## config.mk

```make
export PLATFORM = sky130hd
export DESIGN_NAME = wb_mem_arbiter
export DESIGN_NICKNAME = d
export VERILOG_FILES = /design/src/rtl/gumnut_bus_pkg.sv /design/src/rtl/arb_watchdog.sv /design/src/rtl/wb_mem_arbiter.sv
export SDC_FILE = /design/constraint.sdc
export NUM_CORES = 1
export LEC_CHECK = 0
export CAP_MARGIN = 20
export CORE_ASPECT_RATIO = 1.1
export CORE_MARGIN = 4
export CORE_UTILIZATION = 20
export DETAILED_ROUTE_END_ITERATION = 6
export PLACE_DENSITY = 0.81
export SYNTH_ARGS = -nofsm -noshare
export SYNTH_HDL_FRONTEND = slang
export SYNTH_HIERARCHICAL = 1
export SYNTH_SLANG_ARGS = --single-unit
export TNS_END_PERCENT = 1
```

## constraint.sdc

```tcl
create_clock -name clk -period 1.77 [get_ports clk]
set_clock_uncertainty 0.2 [all_clocks]
set_input_delay 0.2655 -clock clk [delete_from_list [all_inputs] [get_ports clk]]
set_output_delay 0.2655 -clock clk [all_outputs]
set_load 0.02 [all_outputs]
```

## src/rtl/gumnut_bus_pkg.sv

```systemverilog
// Shared bus types for the two-master memory arbiter.
// Holds the arbiter state encoding and the one-hot grant codes.
package gumnut_bus_pkg;

  typedef enum logic [1:0] {
    IDLE,
    GNT0,
    GNT1
  } arb_state_t;

  localparam logic [1:0] GNT_NONE = 2'b00;
  localparam logic [1:0] GNT_M0   = 2'b01;
  localparam logic [1:0] GNT_M1   = 2'b10;

  function automatic logic [1:0] gnt_of(arb_state_t s);
    unique case (s)
      GNT0:    return GNT_M0;
      GNT1:    return GNT_M1;
      default: return GNT_NONE;
    endcase
  endfunction

endpackage

```

## src/rtl/arb_watchdog.sv

```systemverilog
// Stall counter for the arbiter: counts unacked strobe cycles.
// Ports: clk, rst (async low), clr, inc in; tmo out at TIMEOUT.
module arb_watchdog #(
  parameter int TIMEOUT = 15
) (
  input  logic clk,
  input  logic rst,
  input  logic clr,
  input  logic inc,
  output logic tmo
);

  localparam int W = $clog2(TIMEOUT + 1);

  logic [W-1:0] cnt;

  always_ff @(posedge clk or negedge rst) begin
    if (!rst) begin
      cnt <= '0;
    end else if (clr) begin
      cnt <= '0;
    end else if (inc && cnt != W'(TIMEOUT)) begin
      cnt <= cnt + 1'b1;
    end
  end

  assign tmo = (cnt == W'(TIMEOUT));

endmodule

```

## src/rtl/wb_mem_arbiter.sv

```systemverilog
// Round-robin two-master Wishbone arbiter, grant locked per bus cycle.
// Ports: m0_*/m1_* masters, s_* slave, gnt_o, err_o; ARB_TIMEOUT_EN.
module wb_mem_arbiter
  import gumnut_bus_pkg::*;
#(
  parameter int ADDR_W  = 12,
  parameter int DATA_W  = 18,
  parameter int TIMEOUT = 15
) (
  input  logic              clk,
  input  logic              rst,
  input  logic              m0_cyc_i,
  input  logic              m0_stb_i,
  input  logic              m0_we_i,
  input  logic [ADDR_W-1:0] m0_adr_i,
  input  logic [DATA_W-1:0] m0_dat_i,
  output logic              m0_ack_o,
  output logic [DATA_W-1:0] m0_dat_o,
  input  logic              m1_cyc_i,
  input  logic              m1_stb_i,
  input  logic              m1_we_i,
  input  logic [ADDR_W-1:0] m1_adr_i,
  input  logic [DATA_W-1:0] m1_dat_i,
  output logic              m1_ack_o,
  output logic [DATA_W-1:0] m1_dat_o,
  output logic              s_cyc_o,
  output logic              s_stb_o,
  output logic              s_we_o,
  output logic [ADDR_W-1:0] s_adr_o,
  output logic [DATA_W-1:0] s_dat_o,
  input  logic              s_ack_i,
  input  logic [DATA_W-1:0] s_dat_i,
  output logic [1:0]        gnt_o,
  output logic              err_o
);

  if (TIMEOUT < 1) begin : g_bad_timeout
    $error("TIMEOUT must be at least 1");
  end

  arb_state_t state, state_n;
  logic [1:0] gnt_q;
  logic       last_gnt, last_n;
  logic       own_cyc;
  logic       req0, req1;
  logic       tmo;

  // A zero own_cyc covers both IDLE and an owner ending its cycle.
  assign own_cyc = (gnt_q[0] & m0_cyc_i) | (gnt_q[1] & m1_cyc_i);

`ifdef ARB_TIMEOUT_EN
  logic [1:0] blk;
  logic       wd_tmo;
  logic       gnt_chg;

  assign gnt_chg = (gnt_of(state_n) != gnt_q);

  arb_watchdog #(
    .TIMEOUT(TIMEOUT)
  ) u_wd (
    .clk(clk),
    .rst(rst),
    .clr(s_ack_i | gnt_chg),
    .inc((gnt_q != GNT_NONE) & s_stb_o & ~s_ack_i),
    .tmo(wd_tmo)
  );

  assign tmo   = wd_tmo & ~s_ack_i & (gnt_q != GNT_NONE);
  assign err_o = tmo;
  assign req0  = m0_cyc_i & ~blk[0];
  assign req1  = m1_cyc_i & ~blk[1];

  // A timed-out master stays locked out until it releases cyc.
  always_ff @(posedge clk or negedge rst) begin
    if (!rst) begin
      blk <= 2'b00;
    end else begin
      blk[0] <= (blk[0] & m0_cyc_i) | (tmo & gnt_q[0]);
      blk[1] <= (blk[1] & m1_cyc_i) | (tmo & gnt_q[1]);
    end
  end
`else
  assign tmo   = 1'b0;
  assign err_o = 1'b0;
  assign req0  = m0_cyc_i;
  assign req1  = m1_cyc_i;
`endif

  always_comb begin
    state_n = state;
    last_n  = last_gnt;
    if (tmo) begin
      state_n = IDLE;
      last_n  = gnt_q[1];
    end else if (!own_cyc) begin
      if (req0 && (!req1 || last_gnt)) begin
        state_n = GNT0;
        last_n  = 1'b0;
      end else if (req1) begin
        state_n = GNT1;
        last_n  = 1'b1;
      end else begin
        state_n = IDLE;
      end
    end
  end

  always_ff @(posedge clk or negedge rst) begin
    if (!rst) begin
      state    <= IDLE;
      gnt_q    <= GNT_NONE;
      last_gnt <= 1'b1;
    end else begin
      state    <= state_n;
      gnt_q    <= gnt_of(state_n);
      last_gnt <= last_n;
    end
  end

  always_comb begin
    s_cyc_o = 1'b0;
    s_stb_o = 1'b0;
    s_we_o  = 1'b0;
    s_adr_o = '0;
    s_dat_o = '0;
    unique case (1'b1)
      gnt_q[0]: begin
        s_cyc_o = m0_cyc_i;
        s_stb_o = m0_stb_i;
        s_we_o  = m0_we_i;
        s_adr_o = m0_adr_i;
        s_dat_o = m0_dat_i;
      end
      gnt_q[1]: begin
        s_cyc_o = m1_cyc_i;
        s_stb_o = m1_stb_i;
        s_we_o  = m1_we_i;
        s_adr_o = m1_adr_i;
        s_dat_o = m1_dat_i;
      end
      default: ;
    endcase
  end

  assign gnt_o    = gnt_q;
  assign m0_ack_o = s_ack_i & gnt_q[0];
  assign m1_ack_o = s_ack_i & gnt_q[1];
  assign m0_dat_o = s_dat_i;
  assign m1_dat_o = s_dat_i;

endmodule

```

* Yosys cells after proc, flatten, opt, wreduce, memory -nomap -nowiden
Index checks and enable logic that the tools add are counted.
** Storage, ports and cells
- Bits in registers :: 5
- Latch bits :: 0
- Memory bits (writable) :: 0
- Memory bits (read-only) :: 0
- Input bits :: 87
- Output and inout port bits :: 74
- Memories :: 0
** Operators by class
- $add $sub $neg :: 0
- Multiply operators :: 0
- Divide/modulo/power cells :: 0
- Magnitude comparators :: 0
- Equality and inequality tests :: 2
- Shift operators :: 0
- Multiplexer cells :: 11
- Bitwise gates (word level) :: 6
- Reductions and logical operators :: 5
** Operators with widths (count)
- $pmux 18 s2 :: 1
- $pmux 12 s2 :: 1
- $mux 2 :: 3
- $pmux 1 s2 :: 3
- $and 1x1->1 :: 4
- $pmux 2 s2 :: 1
- $eq 2x1->1 const B :: 1
- $eq 2x2->1 const B :: 1
- $mux 1 :: 2
- $reduce_and 2->1 :: 1
- $reduce_bool 2->1 :: 1
- $logic_and 1x1->1 :: 1
- $logic_not 1->1 :: 1
- $logic_or 1x1->1 :: 1
- $not 1->1 :: 1
- $or 1x1->1 :: 1

* Longest topological paths before layout
- Depth after elaboration :: 7
- Mapped depth :: 4
- Mapped depth without buffers :: 3

* Least setup slack after synthesis
No wires, ideal clock.
- Path kind :: flip-flop to output port
- From :: register gnt_q[1], in the netlist gnt_o[1]
- To :: output port s_adr_o[10]
- Arrival :: 1230 ps
- Data required time :: 1304 ps
- Path slack :: 74 ps
- Stages on the path, launching flop included :: 4
- Buffers on the path :: 2
- Path through :: dfrtp_1 buf_2 buf_1 a22o_1
** Between the ends
- Cells in the longest elaborated chain, start to end :: 1
** Ends and longest elaborated chain
- start: declaration :: line wb_mem_arbiter.sv:42 : logic [1:0] gnt_q;
- start signal: assignment :: line wb_mem_arbiter.sv:115 : gnt_q <= gnt_of(state_n);
- $pmux 12 s2 :: line wb_mem_arbiter.sv:126 : unique case (1'b1)
- end: declaration :: line wb_mem_arbiter.sv:29 : output logic [ADDR_W-1:0] s_adr_o,
Every way passes these cells.

* Worst setup path in the final report
- From :: register gnt_q[1], in the netlist gnt_o[1]
- To :: output port s_adr_o[2]
Same word-level chain as after synthesis.

==> metrics.yaml <==
chipWidth_um: 70.7
crit_path_max_incr_delay_ps: 430
endpoint_kind: "primary output"
arrival_ps: 1270
finalMaxSlewViolations: 0
instances_no_fill: 225
dpl.hpwl_mm: 2.98
leakagePower_nw: 0.772
grt_pass1_wl_mm: 5.35
core_area_um2: 4050
synth_nets: 189
num_rows: 24
finalNetCount: 261
worst_skew_pair.late_latency_ps: 220
cts.sinks: 5
critPathSlowestCell: "dfrtp_2"
initial_core_util: 0.213
setup_viol: 0
ys_warn_count: 6
dr.pass1.iters: 4
synth-simple-area-share: 0.0622
die_height_um: 77.0
drc: 0
grt_pass1_vias: 1102
antenna_found_initial: 0
crit_family: "flip-flops"
synth_adder_area_share: 0
min_path_type: "primary input to async pin"
pre_cts_slack_ps: -257
cts_root_buf: "clkbuf_8"
start_kind: "flip-flop"
path_max_fanout: 19
hold_viol: 0
clkSlewWorstSetupHoldPaths_ps: 40
synth_mux_area_frac: 0
fin_total_pwr_mw: 1.97
ys_ff_latch: 5
setup_tns_ps: 0
finalWorstSetupSlack_ps: 38.7
synth-compound-area-share: 0.411
wl_per_cell_um: 16.0
finalWirelength_mm: 3.60
ir_worst_vdd_v: 0.000652
worst-endpoint-required_ps: 1300
vias: 1010
gp_congestion: 0.697
fmax_mhz: 578
cap_violations: 0
status: "complete, no violations"
dieArea_um2: 5440
cts_tree: "built"
vias_per_cell: 4.49
synth_xor_area_frac: 0
period_share: 0.978
antennaDiodeCount: 0
io_pins: 161
postCtsHoldBufs: 0
whs_ps: 72.9
final_util: 0.412
numCtsBuffers: 3
grt_max_degree: 22
syn_area_um2: 865
critPathBufInv: 2
drive_gt1_frac: 0.295
syn_to_final_growth_pct: 93.1
syn_avg_cell_area_um2: 8.48
antenna_left: 0
seq_area_frac_synth: 0.146
worstPathCellList: "buf_12 > a22o_1 > clkdlybuf4s15_2"
post_dp_cell_area_um2: 1770
htreeDepth: 1
cts_max_path_buffers: 2
drtIter0Drc: 23
finalCriticalPeriod_ps: 1730
grt_overflow: 0
grt_util_all_layers: 0.119
final_cell_area_um2: 1670
powerDensity_nw_per_um2: 1180
synthCells: 102
io_buffers: 105
synth_top_family_by_area: "compound AO/OA/AOI/OAI gates"
dpl.cell_count: 221
worstSetupPathType: "flip-flop to primary output"
synth_cell_types: 27
grt_setup_unrepaired: "false"
power breakdown:
group	internal, mW	total [mW]	switching [mW]	leakage [nW]
clock	0.151	0.212	0.0605	0.0255
combinational	0.731	1.55	0.815	0.688
sequential	0.172	0.216	0.0450	0.0586
cell type report:
class                      instances  area, um^2
clock buffer                       3        41.3
clock inverter                     1        5.00
fill                             436        2380
inverter                           2        7.51
multi-input combinational         50         418
sequential                         5         129
tap                               52        65.1
timing repair buffer             112        1000
worst register-to-register path, cell delays in order (launching register included):
cell and delay [ps]:
dfrtp_2 430, buf_12 160, o311a_4 390, or2_1 240
registers in the layout, indices dropped and copies added (netlist names):
register  cells
last_gnt      1
state         2
gnt_o         2
worst paths after layout:
kind,slack (ps),start,cells after the start,end
worst min-delay path,70,rst,1,state[0]$_DFF_PN0_
worst min register to register,350,last_gnt$_DFFE_PN1P_,2,last_gnt$_DFFE_PN1P_
worst max register to register,230,gnt_o[0]$_DFF_PN0_,3,state[0]$_DFF_PN0_
worst max-delay path,40,gnt_o[1]$_DFF_PN0_,3,s_adr_o[2]
min in group clk,330,s_dat_i[1],0,m1_dat_o[1]
max in group asynchronous,1030,rst,1,last_gnt$_DFFE_PN1P_
placed cells by master, fill, tap and decap left out:
master	n
buf_2	29
o211a_1	1
a31oi_1	1
clkdlybuf4s50_1	68
a211oi_2	1
o311a_4	1
clkdlybuf4s15_1	1
inv_1	1
o21ai_0	1
inv_2	1
dfrtp_2	2
clkinv_2	1
clkbuf_2	1
nor2b_1	1
dfrtp_1	2
and3_1	1
a22o_1	32
nand3_1	1
dfstp_2	1
and2_1	2
or2b_1	1
dlygate4sd2_1	3
buf_12	4
nand2_1	1
a21oi_1	1
nand2b_1	1
or2_1	1
clkdlybuf4s15_2	3
buf_4	3
conb_1	1
o211ai_1	1
clkbuf_8	3
a22oi_2	1
per-layer routing:
| metal | share of wire | global-route usage | vias to the layer above | wire length, um |
|---|---|---|---|---|
| met5 | 0 | 0 | - | 0 |
| met3 | 0.12 | 0.0497 | 15 | 416 |
| met1 | 0.34 | 0.112 | 460 | 1210 |
| met2 | 0.53 | 0.226 | 55 | 1890 |
| li1 | - | - | 480 | - |
| met4 | 0.021 | 0.0395 | 0 | 77 |
synthesized netlist by cell type, drive strengths merged:
master | number | share of area
a211oi | 1 | 0.014
a21oi | 1 | 0.0058
a22o | 32 | 0.32
a22oi | 1 | 0.0087
a31oi | 1 | 0.0072
and2 | 2 | 0.014
and3 | 1 | 0.0072
buf | 42 | 0.35
clkbuf | 3 | 0.013
conb | 1 | 0.0043
dfrtp | 4 | 0.12
dfstp | 1 | 0.030
inv | 2 | 0.0087
nand2 | 1 | 0.0043
nand2b | 1 | 0.0072
nand3 | 1 | 0.0058
nor2b | 1 | 0.0072
o211a | 1 | 0.012
o211ai | 1 | 0.0087
o21ai | 1 | 0.0058
o311a | 1 | 0.025
or2 | 1 | 0.0072
or2b | 1 | 0.0087
what timing repair did:
item | 4_1_cts | 5_1_grt
endpoints found under the setup margin | 37 | 31
endpoints found under the hold margin | 0 | 0
buffers inserted | 0 | 0
resized for setup | 106 | 30
logic make-up after synthesis:
group,count (synthesis)
other,1
buffers and inverters,47
and+or+nand+nor,9
AOI/OAI and AO/OA,40
DFF,5
(Power assumes the default switching activity.)
